`src/rtl/pipe_mem_pkg.sv`:
```
// +----------------------------------------------------------------------+
// | pipe_mem_pkg : shared types for the data-memory arbiter               |
// | Rev 1.0                                                               |
// +----------------------------------------------------------------------+
`default_nettype none

package pipe_mem_pkg;

   localparam int unsigned ADDR_W_DEF = 5;
   localparam int unsigned IO_BIT_DEF = 7;

   typedef enum logic [1:0] {
      ST_IDLE   = 2'd0,
      ST_CPU_RD = 2'd1,
      ST_DMA_RD = 2'd2
   } state_e;

   typedef enum logic [1:0] {
      OWN_NONE = 2'd0,
      OWN_CPU  = 2'd1,
      OWN_DMA  = 2'd2
   } owner_e;

endpackage

`default_nettype wire

```
`src/rtl/dmem_starve_counter.sv`:
```
// +----------------------------------------------------------------------+
// | dmem_starve_counter : saturating count of consecutive DMA losses      |
// | Rev 1.0                                                               |
// +----------------------------------------------------------------------+
`default_nettype none

module dmem_starve_counter #(
   parameter int unsigned LIMIT = 4,
   localparam int unsigned CNT_W = $clog2(LIMIT + 1)
) (
   input  logic clock_i,
   input  logic reset_i,
   input  logic inc_i,
   input  logic clr_i,
   output logic limit_hit_o
);

   logic [CNT_W-1:0] cnt_q;
   logic [CNT_W-1:0] cnt_d;

   assign limit_hit_o = (cnt_q == CNT_W'(LIMIT));

   // Clear wins over increment; the count sticks at LIMIT until cleared.
   always_comb begin
      cnt_d = cnt_q;
      if (clr_i) begin
         cnt_d = '0;
      end else if (inc_i && !limit_hit_o) begin
         cnt_d = cnt_q + 1'b1;
      end
   end

   always_ff @(posedge clock_i or posedge reset_i) begin
      if (reset_i) begin
         cnt_q <= '0;
      end else begin
         cnt_q <= cnt_d;
      end
   end

endmodule

`default_nettype wire

```
`src/rtl/pipe_dmem_arbiter.sv`:
```
// +----------------------------------------------------------------------+
// | pipe_dmem_arbiter : shares the data RAM between MEM stage and DMA     |
// | Rev 1.0                                                               |
// +----------------------------------------------------------------------+
`default_nettype none

module pipe_dmem_arbiter
   import pipe_mem_pkg::*;
#(
   parameter int unsigned ADDR_W       = ADDR_W_DEF,
   parameter int unsigned DATA_W       = 32,
   parameter int unsigned IO_BIT       = IO_BIT_DEF,
   parameter int unsigned STARVE_LIMIT = 4
) (
   input  logic              clock_i,
   input  logic              reset_i,
   input  logic              cpu_req_i,
   input  logic              cpu_we_i,
   input  logic [31:0]       cpu_addr_i,
   input  logic [DATA_W-1:0] cpu_wdata_i,
   output logic [DATA_W-1:0] cpu_rdata_o,
   output logic              cpu_stall_o,
   output logic              cpu_io_o,
   input  logic              dma_req_i,
   input  logic              dma_we_i,
   input  logic [ADDR_W-1:0] dma_addr_i,
   input  logic [DATA_W-1:0] dma_wdata_i,
   output logic              dma_gnt_o,
   output logic              dma_rvalid_o,
   output logic [DATA_W-1:0] dma_rdata_o,
   output logic [ADDR_W-1:0] ram_addr_o,
   output logic [DATA_W-1:0] ram_wdata_o,
   output logic              ram_we_o,
   input  logic [DATA_W-1:0] ram_rdata_i
);

   state_e state_q;
   state_e state_d;
   owner_e owner;
   logic   idle;
   logic   cpu_mem;
   logic   starve_hit;
   logic   starve_inc;
   logic   starve_clr;
   logic   unused_addr;

   assign unused_addr = ^cpu_addr_i;
   assign idle        = (state_q == ST_IDLE);
   assign cpu_mem     = cpu_req_i & ~cpu_addr_i[IO_BIT];

   // Outputs are forced quiet while reset is held, so the slot is never granted.
   always_comb begin
      owner = OWN_NONE;
      if (idle && !reset_i) begin
         if (dma_req_i && starve_hit) begin
            owner = OWN_DMA;
         end else if (cpu_mem) begin
            owner = OWN_CPU;
         end else if (dma_req_i) begin
            owner = OWN_DMA;
         end
      end
   end

   always_comb begin
      state_d      = state_q;
      ram_addr_o   = '0;
      ram_wdata_o  = '0;
      ram_we_o     = 1'b0;
      dma_gnt_o    = 1'b0;
      dma_rvalid_o = 1'b0;
      dma_rdata_o  = '0;
      cpu_rdata_o  = '0;
      case (state_q)
         ST_IDLE: begin
            case (owner)
               OWN_CPU: begin
                  ram_addr_o  = cpu_addr_i[ADDR_W+1:2];
                  ram_wdata_o = cpu_wdata_i;
                  ram_we_o    = cpu_we_i;
                  if (!cpu_we_i) state_d = ST_CPU_RD;
               end
               OWN_DMA: begin
                  ram_addr_o  = dma_addr_i;
                  ram_wdata_o = dma_wdata_i;
                  ram_we_o    = dma_we_i;
                  dma_gnt_o   = 1'b1;
                  if (!dma_we_i) state_d = ST_DMA_RD;
               end
               default: ;
            endcase
         end
         ST_CPU_RD: begin
            cpu_rdata_o = ram_rdata_i;
            state_d     = ST_IDLE;
         end
         ST_DMA_RD: begin
            dma_rvalid_o = 1'b1;
            dma_rdata_o  = ram_rdata_i;
            state_d      = ST_IDLE;
         end
         default: state_d = ST_IDLE;
      endcase
   end

   assign cpu_stall_o = ~reset_i & cpu_mem
                      & ~((owner == OWN_CPU) & cpu_we_i)
                      & ~(state_q == ST_CPU_RD);
   assign cpu_io_o    = ~reset_i & cpu_req_i & cpu_addr_i[IO_BIT];

   // The loss count only moves in issue cycles; read-return cycles hold it.
   assign starve_inc = idle & dma_req_i & ~dma_gnt_o;
   assign starve_clr = idle & (dma_gnt_o | ~dma_req_i);

   dmem_starve_counter #(
      .LIMIT (STARVE_LIMIT)
   ) u_starve (
      .clock_i     (clock_i),
      .reset_i     (reset_i),
      .inc_i       (starve_inc),
      .clr_i       (starve_clr),
      .limit_hit_o (starve_hit)
   );

   always_ff @(posedge clock_i or posedge reset_i) begin
      if (reset_i) begin
         state_q <= ST_IDLE;
      end else begin
         state_q <= state_d;
      end
   end

endmodule

`default_nettype wire
```
`config.mk`:
```
export PLATFORM = sky130hd
export DESIGN_NAME = pipe_dmem_arbiter
export DESIGN_NICKNAME = d
export VERILOG_FILES = /design/src/rtl/pipe_mem_pkg.sv /design/src/rtl/dmem_starve_counter.sv /design/src/rtl/pipe_dmem_arbiter.sv
export SDC_FILE = /design/constraint.sdc
export NUM_CORES = 1
export LEC_CHECK = 0
export CAP_MARGIN = 10
export CORE_AREA = 2 2 94 96
export DETAILED_ROUTE_END_ITERATION = 8
export DIE_AREA = 0 0 96 98
export PLACE_DENSITY_LB_ADDON = 0.05
export SLEW_MARGIN = 20
export SYNTH_ARGS = -nofsm -noshare
export SYNTH_HDL_FRONTEND = slang
export SYNTH_SLANG_ARGS = --single-unit
```
`constraint.sdc`:
```
create_clock -name clock_i -period 2.5 [get_ports clock_i]
set_input_delay 0.5 -clock clock_i [delete_from_list [all_inputs] [get_ports clock_i]]
set_output_delay 0.5 -clock clock_i [all_outputs]
set_load 0.02 [all_outputs]
```
Word-level counts from Yosys, hierarchy flattened
Index checks and enable logic that the tools add are counted. Widths: inputs -> output; s select.

Add/subtract/negate cells: 1. $mul: 0. Div/mod/pow operators: 0. $lt $le $gt $ge: 0. Eq/ne operators: 8. Shift operators: 0. Muxes and demuxes: 21. Bitwise logic cells: 17. Reduce and logical (&&, ||, !) cells: 8.

Operator list (number): $mux 32 (3); $pmux 32 s2 (1); $mux 2 (7); $and 1x1->1 (10); $pmux 5 s2 (1); $mux 3 (2); $ne 3x3->1 const B (2); $not 1->1 (6); $mux 5 (1); $eq 2x1->1 const B (2); $eq 2x2->1 const B (2); $mux 1 (4); $pmux 2 s2 (1); $add 3x1->3 const B (1); $eq 3x3->1 const B (1); $logic_and 1x1->1 (3); $ne 3x1->1 const B (1); $reduce_and 3->1 (1); $logic_not 1->1 (2); $logic_not 2->1 (1); $pmux 1 s2 (1); $reduce_bool 2->1 (1); $or 1x1->1 (1).

Register bits: 5. Bits in latches: 0. Bits in writable memories: 0. Bits in read-only memories: 0. Input port bits: 139. Logic and storage cells: 57. Memories: 0.

Longest topological paths before layout
Gate-level depths: netlist (run 1).

Depth after elaboration: 13. Mapped depth: 10.

Cells and area by module
Synthesis (run 1) repeated with hierarchy kept, for this count alone.

Cells, all modules: 204. Area, all modules: 1345.0 sq um.

Modules (own cells, without submodules): pipe_dmem_arbiter (times used 1, cells an instance 185, area an instance 1148.6 sq um); dmem_starve_counter (times used 1, cells an instance 19, area an instance 196.4 sq um).

Worst setup path after synthesis (run 1)
No wires, ideal clock.

Path kind: input -> output. From: input cpu_addr_i[7]. To: output ram_addr_o[0]. Arrival: 2299 ps. Setup slack: -299 ps. Cell stages on the path: 8. Path buffers: 2. Path through: or3b_1 > a31oi_1 > and2_1 > ha_1 > or3_4 > buf_6 > buf_6 > nor2_1.

Word-level cells in the longest chain between the ends: 8. Elaborated cells between the ends (all ways): 9.

Ends and longest elaborated chain: start, declared (line pipe_dmem_arbiter.sv:19) `input logic [31:0] cpu_addr_i,`; $not 1->1 * (line pipe_dmem_arbiter.sv:49) `assign cpu_mem = cpu_req_i & ~cpu_addr_i[IO_BIT];`; $and 1x1->1 * (line pipe_dmem_arbiter.sv:49); $mux 2 * (line pipe_dmem_arbiter.sv:57) `end else if (cpu_mem) begin`; $mux 2 * (line pipe_dmem_arbiter.sv:55) `if (dma_req_i && starve_hit) begin`; $mux 2 * (line pipe_dmem_arbiter.sv:54) `if (idle && !reset_i) begin`; $eq 2x2->1 / $eq 2x1->1 (equally long branches) (line pipe_dmem_arbiter.sv:76) `case (owner)`; $pmux 5 s2 * (line pipe_dmem_arbiter.sv:76); $mux 5 * (line pipe_dmem_arbiter.sv:74) `case (state_q)`; end, declared (line pipe_dmem_arbiter.sv:31) `output logic [ADDR_W-1:0] ram_addr_o,`.

Every way passes the cells marked *; elsewhere a longest branch is shown, timed or not.

Worst setup path after layout (run 1)
From: input reset_i. To: output ram_wdata_o[19].

Word-level cells in the longest chain between the ends: 6. Elaborated cells between the ends (all ways): 7.

Ends and longest elaborated chain: start, declared (line pipe_dmem_arbiter.sv:16) `input logic reset_i,`; $logic_not 1->1 (no line) *; $logic_and 1x1->1 * (line pipe_dmem_arbiter.sv:54); $mux 2 * (line pipe_dmem_arbiter.sv:54); $eq 2x2->1 / $eq 2x1->1 (equally long branches) (line pipe_dmem_arbiter.sv:76); $pmux 32 s2 * (line pipe_dmem_arbiter.sv:76); $mux 32 * (line pipe_dmem_arbiter.sv:74); end, declared (line pipe_dmem_arbiter.sv:32) `output logic [DATA_W-1:0] ram_wdata_o,`.

Marks and branches as above.

==> results.toml, run 1 <==
[cts]
hold_buffers = 0
cts_buffers = 3
cts_max_level = 1
clkTransAtPathRegs_ns = 0.04
clk_latency_ns = 0.22
cts_tree = "built"
cts_root_buffer = "clkbuf_8"
cts_buffer_depth = 2
clkSinkCount = 5

[final_layout]
nFillCells = 785
final_cells = 540
multi_input_area_um2 = 1400
num_antenna_cells = 0
final_common_cell = "clkdlybuf4s50_1"
nets = 576
drive_above_1_share_pct = 27.5
syn_to_final_growth_pct = 231
seq_area_um2 = 125
layout_common_cells = "clkdlybuf4s50_1 (174), and2_1 (66), buf_6 (41), a22oi_1 (38), nor2_4 (38)"

[floorplan]
rows = 34
initial_utilization_pct = 15.5
die_area_um2 = 9410
ios = 245
die_h_um = 98
coreArea_um2 = 8470
die_x_um = 96

[power]
powerDensity_nw_per_um2 = 209
power.total_uw = 906
leakage_nw = 1.61
ir_worst_vdd_mv = 0.166

[global_route]
overflow = 0
grt_max_degree = 41
grt.total_usage_pct = 15.1
antenna_found_initial = 0
grt_pass1_vias = 2311
grt_pass1_wl_um = 11300

[sta]
period_share_pct = 116
worstMarginPinSlew_ns = 0.342
setup_viol = 38
slew_violations = 0
layout_min_cycle_time_ns = 2.89
hold_viol_final = 0
final.setup.worst_slack_ns = -0.392
rsz0062_at_grt = "yes"
fmax_mhz = 346
maxSlewHeadroom_pct = 77.2
clock_skew_ns = 0.00329
hold_ws_ns = 0.261

[critical_path]
path_class = "input port to output port"
cp_max_fo = 7
required_ns = 2.00
start_kind = "input port"
crit_arrival_ns = 2.39
critical_path.endpoint_type = "output port"

[outcome]
violations = "negative setup slack"
outcome = "finished with violations"

[drt]
wl_um = 7770
first_pass_iters = 4
num_vias = 2324
wire_per_inst_um = 14.4
drtAntennaViolNets = 0
drc = 0
detail_route.vias_per_cell = 4.30
drt_iter0_drc = 36

[yosys]
ys_warn_count = 0
netlist_area_um2 = 1310
syn-instance-count = 202
yosysSeqAreaShare_pct = 9.56
synth_nets = 345
avgSynthCellArea_um2 = 6.48
synth.ff_latch_count = 5
ys_types = 27

[min_path]
min_path_type = "input port to asynchronous set/reset pin"

[place]
port_buffers = 218
dp.cells = 529
detailedPlace.worstSlack_ns = -1.26
gp_congestion = 0.736
dp_hpwl_um = 6050

[flow_run]
maxCapViolCount = 0
## cell type report
| type | count | area share [%] |
|---|---|---|
| clock buffer | 4 | 1.04 |
| sequential | 5 | 2.89 |
| timing repair buffer | 246 | 60.4 |
| tap | 108 | 3.12 |
| multi-input combinational | 174 | 32.3 |
| inverter | 3 | 0.260 |
## flip-flops by register name, indices dropped and copies added (netlist names)
name,count
u_starve.cnt_q,3
state_q,2
## logic make-up (layout without fill, tap and decap cells)
group                    after synthesis  count (layout)  share of synthesized area (%)
AND/OR/NAND/NOR                      123             123                           51.8
buffers and inverters                 23             253                           8.60
flip-flops                             5               5                           9.56
AO/OA/AOI/OAI                         47              47                           26.2
adder cells (fa/ha/maj)                4               4                           3.82
## worst max-delay path, stage by stage
cell	delay [ns]
buf_6	0.09
or3b_4	0.41
a31oi_4	0.15
and2_1	0.14
ha_1	0.22
or3_4	0.45
clkbuf_16	0.22
nor2_4	0.08
buf_6	0.12
## routing by layer
layer	part of all wire, %	global-route usage, %
met1	35	15.3
met2	54	30.4
met3	10	3.24
met4	1.2	3.30
met5	0	0
## cell usage after synthesis (all sizes together)
master  number  share of area [%]
a211oi       1               0.57
a21oi        4                1.5
a22o         1               0.67
a22oi       38                 22
a31oi        1               0.48
a32o         1               0.76
and2        66                 32
and2b        1               0.57
and3         2               0.96
and4         1               0.67
buf          6                3.7
clkbuf      14                4.0
dfrtp        5                9.6
ha           4                3.8
inv          3               0.86
nand2        2               0.57
nand2b       1               0.48
nand3b       2                1.1
nand4        1               0.48
nor2        41                 12
nor2b        2               0.96
nor4b        1               0.67
o21ai        1               0.38
or2          1               0.48
or3          1               0.86
or3b         1               0.67
## where the power goes
part / internal, mW / switching [mW]
combinational: 0.382 / 0.280
clock: 0.109 / 0.0395
sequential: 0.0896 / 0.00543
## path summary, 6_finish.rpt
check,start,to,slack (ns),cells past startpoint
min in group clock_i,u_starve.cnt_q[1],u_starve.cnt_q[1],0.61,2
max,reset_i,ram_wdata_o[19],-0.39,9
min reg2reg,u_starve.cnt_q[1],u_starve.cnt_q[1],0.61,2
max reg2reg,u_starve.cnt_q[1],u_starve.cnt_q[0],0.33,11
min,reset_i,u_starve.cnt_q[0],0.26,3
max in group asynchronous,reset_i,state_q[1],2.12,3
## per-stage QoR
step           TNS (ns)  utilization (%)  area (um^2)
6_report         -14.08             51.2         4330
5_1_grt          -15.95             51.2         4330
4_1_cts          -15.40             49.3         4170
3_5_place_dp     -48.47             47.2         4000
3_3_place_gp     -47.72             47.2         4000
2_1_floorplan     -6.21                -         1550
## what timing repair did
item                                    4_1_cts  5_1_grt
endpoints found under the setup margin       42       40
gates cloned                                  3        2
pin swaps                                     5       10
resized for setup                           252       29
buffers inserted                              2        0
Note: power is estimated with default switching activity, not from simulation.
==> run 2, diff against run 1 <==
Settings changed: CORE_AREA 2 2 94 96 to not set, CORE_ASPECT_RATIO set to 0.5, CORE_UTILIZATION set to 18, DIE_AREA 0 0 96 98 to not set.
==> results.toml, run 2 (synthesized netlist as in run 1, its figures left out) <==
[sta]
rsz0062_at_grt = "yes"
layout_min_cycle_time_ns = 2.91
clock_skew_ns = 0.00274
final.setup.worst_slack_ns = -0.413
slew_violations = 0
fmax_mhz = 343
hold_viol_final = 0
worstMarginPinSlew_ns = 0.322
maxSlewHeadroom_pct = 78.5
period_share_pct = 117
setup_viol = 38

[critical_path]
critical_path.endpoint_type = "output port"
crit_top_cell = "buf_6"
required_ns = 2.00
start_kind = "input port"
cp_slowest_cell = "or3b_4"
slowest_delay_ns = 0.40
crit_family = "simple AND/OR/NAND/NOR gates"
crit_chain = "buf_6 > or3b_4 > a31oi_4 > and2_4 > ha_4 > or3_4 > buf_12 > buf_16 > nor2_4 > buf_6"
path_class = "input port to output port"
crit_arrival_ns = 2.41
cp_max_fo = 6
cp_num_buf_inv = 4

[power]
ir_worst_vdd_mv = 0.222
pwr-share-comb_pct = 64.9
p_int_uw = 688
leakage_nw = 1.63
powerDensity_nw_per_um2 = 235
switching_share_pct = 32.6
power_frac_clock_pct = 25.6
p_seq_share_pct = 9.4
power.total_mw = 1.02
power.switching_uw = 332

[cts]
clk_latency_ns = 0.23
cts_max_level = 1
clkSinkCount = 5
cts_root_buffer = "clkbuf_16"
clkTransAtPathRegs_ns = 0.03
hold_buffers = 0
cts_buffer_depth = 2
cts_tree = "built"
cts_buffers = 3

[global_route]
grt_pass1_wl_um = 11000
grt_pass1_vias = 2226
antenna_found_initial = 0
overflow = 0
grt_max_degree = 34
grt.total_usage_pct = 18.1

[drt]
wl_met2_um = 3880
met3WireLength_um = 580
first_pass_iters = 4
detail_route.vias_per_cell = 4.39
wire_per_inst_um = 13.8
wl_met1_um = 2740
top_layer_used = "met4"
drc = 0
drtAntennaViolNets = 0
num_vias = 2301
drt_iter0_drc = 94
wl_um = 7250

[final_layout]
layout_common_cells = "clkdlybuf4s50_1 (174), and2_1 (65), buf_6 (40), a22oi_1 (38), nor2_4 (37)"
final_common_cell = "clkdlybuf4s50_1"
nets = 576
largest_register_ffs = 3
syn_to_final_growth_pct = 232
num_antenna_cells = 0
final_cells = 524
drive_above_1_share_pct = 27.8
final_cell_area_um2 = 4350
top_regs = "u_starve.cnt_q (3), state_q (2)"
regMostFlops = "u_starve.cnt_q"

[floorplan]
initial_utilization_pct = 19.1
die_area_um2 = 7640
coreArea_um2 = 6860
rows = 21
ios = 245
die_h_um = 62.3
die_x_um = 123

[place]
gp_congestion = 0.761
dp.cells = 511
port_buffers = 218
dp_hpwl_um = 5540
detailedPlace.worstSlack_ns = -1.27
dpl_cell_area_um2 = 3960

[outcome]
outcome = "finished with violations"
violations = "negative setup slack"

[flow_run]
maxCapViolCount = 0

[min_path]
min_path_type = "input port to asynchronous set/reset pin"
run 2: cell count changes in the layout (fill, tap and decap cells not counted), moves of 2 or more:
cell	before	now
buf_12	7	9
buf_16	3	1
bufbuf_16	0	2
clkbuf_8	3	0
run 2: repair_timing:
item / 4_1_cts / 5_1_grt
resized for setup: 276 / 9
buffers inserted: 6 / 1
pin swaps: 12 / 3
setup endpoints to repair: 41 / 40
gates cloned: 5 / 0
run 2: area by class of cell:
class	count	area (um^2)
multi-input combinational	174	1410
fill	561	2510
inverter	3	11.3
sequential	5	125
timing repair buffer	246	2610
clock buffer	4	78.8
tap	92	115
run 2: power groups by stage:
stage          combinational (mW)  sequential, mW  clock, mW
3_5_place_dp                0.570          0.0960          0
2_1_floorplan               0.246          0.0968          0
3_3_place_gp                0.564          0.0952          0
4_1_cts                     0.673          0.0957      0.266
5_1_grt                     0.705          0.0972      0.279
6_report                    0.663          0.0962      0.262
run 2: worst paths after layout:
kind / depth (start not counted) / slack (ns) / start / to
min: 5 / 0.48 / reset_i / u_starve.cnt_q[2]
max in group asynchronous: 5 / 1.90 / reset_i / state_q[1]
max: 10 / -0.41 / reset_i / ram_addr_o[0]
min reg2reg: 2 / 0.60 / u_starve.cnt_q[1] / u_starve.cnt_q[1]
max reg2reg: 10 / 0.37 / u_starve.cnt_q[1] / u_starve.cnt_q[0]
min in group clock_i: 2 / 0.60 / u_starve.cnt_q[1] / u_starve.cnt_q[1]
run 2: worst register-to-register path, cell delays in order (launching register included):
cell and delay [ns]:
dfrtp_1 0.37, inv_1 0.09, ha_4 0.16, nand2_1 0.07, nand3b_1 0.12, and4_1 0.25, ha_4 0.18, bufbuf_16 0.31
nand2b_1 0.14, o21ai_0 0.11, a22o_1 0.24
run 2: per-stage QoR:
| step | util, % | hold slack, ns | TNS (ns) |
|---|---|---|---|
| after global routing | 63.4 | 0.493 | -15.36 |
| after floorplan | - | 0.298 | -6.21 |
| after detailed placement | 57.7 | 0.569 | -48.74 |
| final | 63.4 | 0.482 | -13.63 |
| after CTS | 63.7 | 0.483 | -16.51 |
| after global placement | 57.7 | 0.564 | -48.74 |
run 2: per-layer routing:
layer / vias to the layer above / track usage (%)
li1: 1155 / -
met1: 1038 / 20.7
met2: 104 / 34.1
met3: 4 / 4.69
met4: 0 / 2.13
met5: - / 0
==> run 3, diff against run 2 <==
Settings changed: CORE_MARGIN set to 5.
==> results.toml, run 3 (synthesized netlist as in run 1, its figures left out) <==
[sta]
setup_viol = 39
hold_viol_final = 0
rsz0062_at_grt = "yes"
slew_violations = 0
period_share_pct = 115
final.setup.worst_slack_ns = -0.374
fmax_mhz = 348
maxSlewHeadroom_pct = 77.8
layout_min_cycle_time_ns = 2.87
clock_skew_ns = 0.000446
worstMarginPinSlew_ns = 0.334
final.setup.tns_ns = -13.44

[power]
ir_worst_vdd_mv = 0.162
leakage_nw = 1.68
powerDensity_nw_per_um2 = 233

[drt]
drc = 0
wl_um = 8430
drtAntennaViolNets = 0
first_pass_iters = 4
met3WireLength_um = 925
detail_route.vias_per_cell = 4.51
wl_met2_um = 4420
top_layer_used = "met4"
wire_per_inst_um = 15.9
num_vias = 2390
wl_met1_um = 2950
drt_iter0_drc = 55

[flow_run]
maxCapViolCount = 0

[floorplan]
die_x_um = 131
die_h_um = 70.3
rows = 22
die_area_um2 = 9180
initial_utilization_pct = 18.1
ios = 245
coreArea_um2 = 7210

[critical_path]
slowest_delay_ns = 0.42
r2r_slack_ns = 0.38
critPathLaunch = "cpu_addr_i[7]"
start_kind = "input port"
crit_arrival_ns = 2.37
critical_path.endpoint_type = "output port"
reg2reg_to = "u_starve.cnt_q[0]"
endpoint = "ram_wdata_o[20]"
crit_chain = "buf_8 > or3b_4 > a31oi_4 > and2_4 > ha_4 > or3_4 > buf_12 > nor2_4 > buf_6"
required_ns = 2.00
r2r-start = "u_starve.cnt_q[1]"
reg2regPathDepth = 10
cp_max_fo = 7
path_class = "input port to output port"
cp_slowest_cell = "or3_4"

[final_layout]
top_regs = "u_starve.cnt_q (3), state_q (2)"
syn_to_final_growth_pct = 237
nFillCells = 619
drive_above_1_share_pct = 29.3
final_common_cell = "clkdlybuf4s50_1"
largest_register_ffs = 3
num_antenna_cells = 0
regMostFlops = "u_starve.cnt_q"
final_cell_area_um2 = 4410
layout_common_cells = "clkdlybuf4s50_1 (172), and2_1 (65), buf_6 (40), a22oi_1 (38), nor2_4 (38)"
nets = 578

[global_route]
grt.total_usage_pct = 16.6
grt_pass1_vias = 2374
grt_pass1_wl_um = 12300
overflow = 0
grt_max_degree = 34
antenna_found_initial = 0

[place]
dpl_cell_area_um2 = 4000
gp_congestion = 0.779
dp_hpwl_um = 6710
port_buffers = 218

[cts]
cts_buffers = 3
cts_tree = "built"
cts_root_buffer = "clkbuf_16"
cts_buffer_depth = 2
clkSinkCount = 5
hold_buffers = 0
cts_max_level = 1
clk_latency_ns = 0.23
clkTransAtPathRegs_ns = 0.03

[min_path]
min_path_type = "input port to asynchronous set/reset pin"

[outcome]
outcome = "finished with violations"
violations = "negative setup slack"
## run 3: cell count changes in the layout (fill, tap and decap cells not counted), moves of 2 or more
| cell | change |
|---|---|
| clkbuf_16 | +2 |
| clkdlybuf4s50_1 | -2 |
| dlymetal6s2s_1 | +2 |
| buf_4 | +2 |
| buf_2 | -2 |
## run 3: final cells by class
cell class / count / area [um^2] / share of cell area, %
Timing Repair Buffer: 248 / 2640 / 60.0
Multi-Input combinational cell: 174 / 1430 / 32.4
Sequential cell: 5 / 125 / 2.84
Tap cell: 96 / 120 / 2.72
Clock buffer: 4 / 78.8 / 1.79
Inverter: 3 / 11.3 / 0.255
## run 3: repair_timing
action                     CTS  global route
resized for setup          258            36
gates cloned                 3             2
pin swaps                    9            16
setup endpoints to repair   43            42
buffers inserted             2             2
## run 3: worst min path at each step
stage	from	to	slack, ns	depth (start not counted)
floorplan	reset_i	state_q[0]	0.30	1
global placement	u_starve.cnt_q[1]	u_starve.cnt_q[1]	0.58	2
detailed placement	u_starve.cnt_q[1]	u_starve.cnt_q[1]	0.59	2
CTS	reset_i	u_starve.cnt_q[2]	0.39	4
global route	reset_i	u_starve.cnt_q[0]	0.43	4
finish	reset_i	u_starve.cnt_q[2]	0.41	4
## run 3: layer usage
metal / global-route usage, % / vias to the layer above
li1: - / 1159
met1: 17.0 / 1096
met2: 32.3 / 120
met3: 6.11 / 15
met4: 2.62 / 0
met5: 0 / -
## run 3: where the power goes
| group | internal [mW] | leakage, nW | switching, mW |
|---|---|---|---|
| Clock | 0.212 | 0.0382 | 0.0569 |
| Combinational | 0.378 | 1.58 | 0.283 |
| Sequential | 0.0896 | 0.0674 | 0.00654 |
| Total | 0.679 | 1.68 | 0.346 |
## run 3: worst max-delay path: cells and delay by family
kind,cells,cell delay (ns)
adders and majority gates,1,0.19
buffers and inverters,3,0.40
and+or+nand+nor,4,1.10
AOI/OAI and AO/OA,1,0.17
## run 3: metrics by stage
stage / util, % / cells / hold WS (ns) / worst slack [ns] / total power [mW]
4_1_cts: 59.4 / 528 / 0.388 / -0.517 / 1.02
3_3_place_gp: 55.4 / 519 / 0.575 / -1.27 / 0.659
5_1_grt: 61.1 / 530 / 0.428 / -0.422 / 1.08
2_1_floorplan: - / 202 / 0.298 / -0.186 / 0.342
6_report: 61.1 / 530 / 0.405 / -0.374 / 1.03
3_5_place_dp: 55.4 / 519 / 0.587 / -1.28 / 0.669
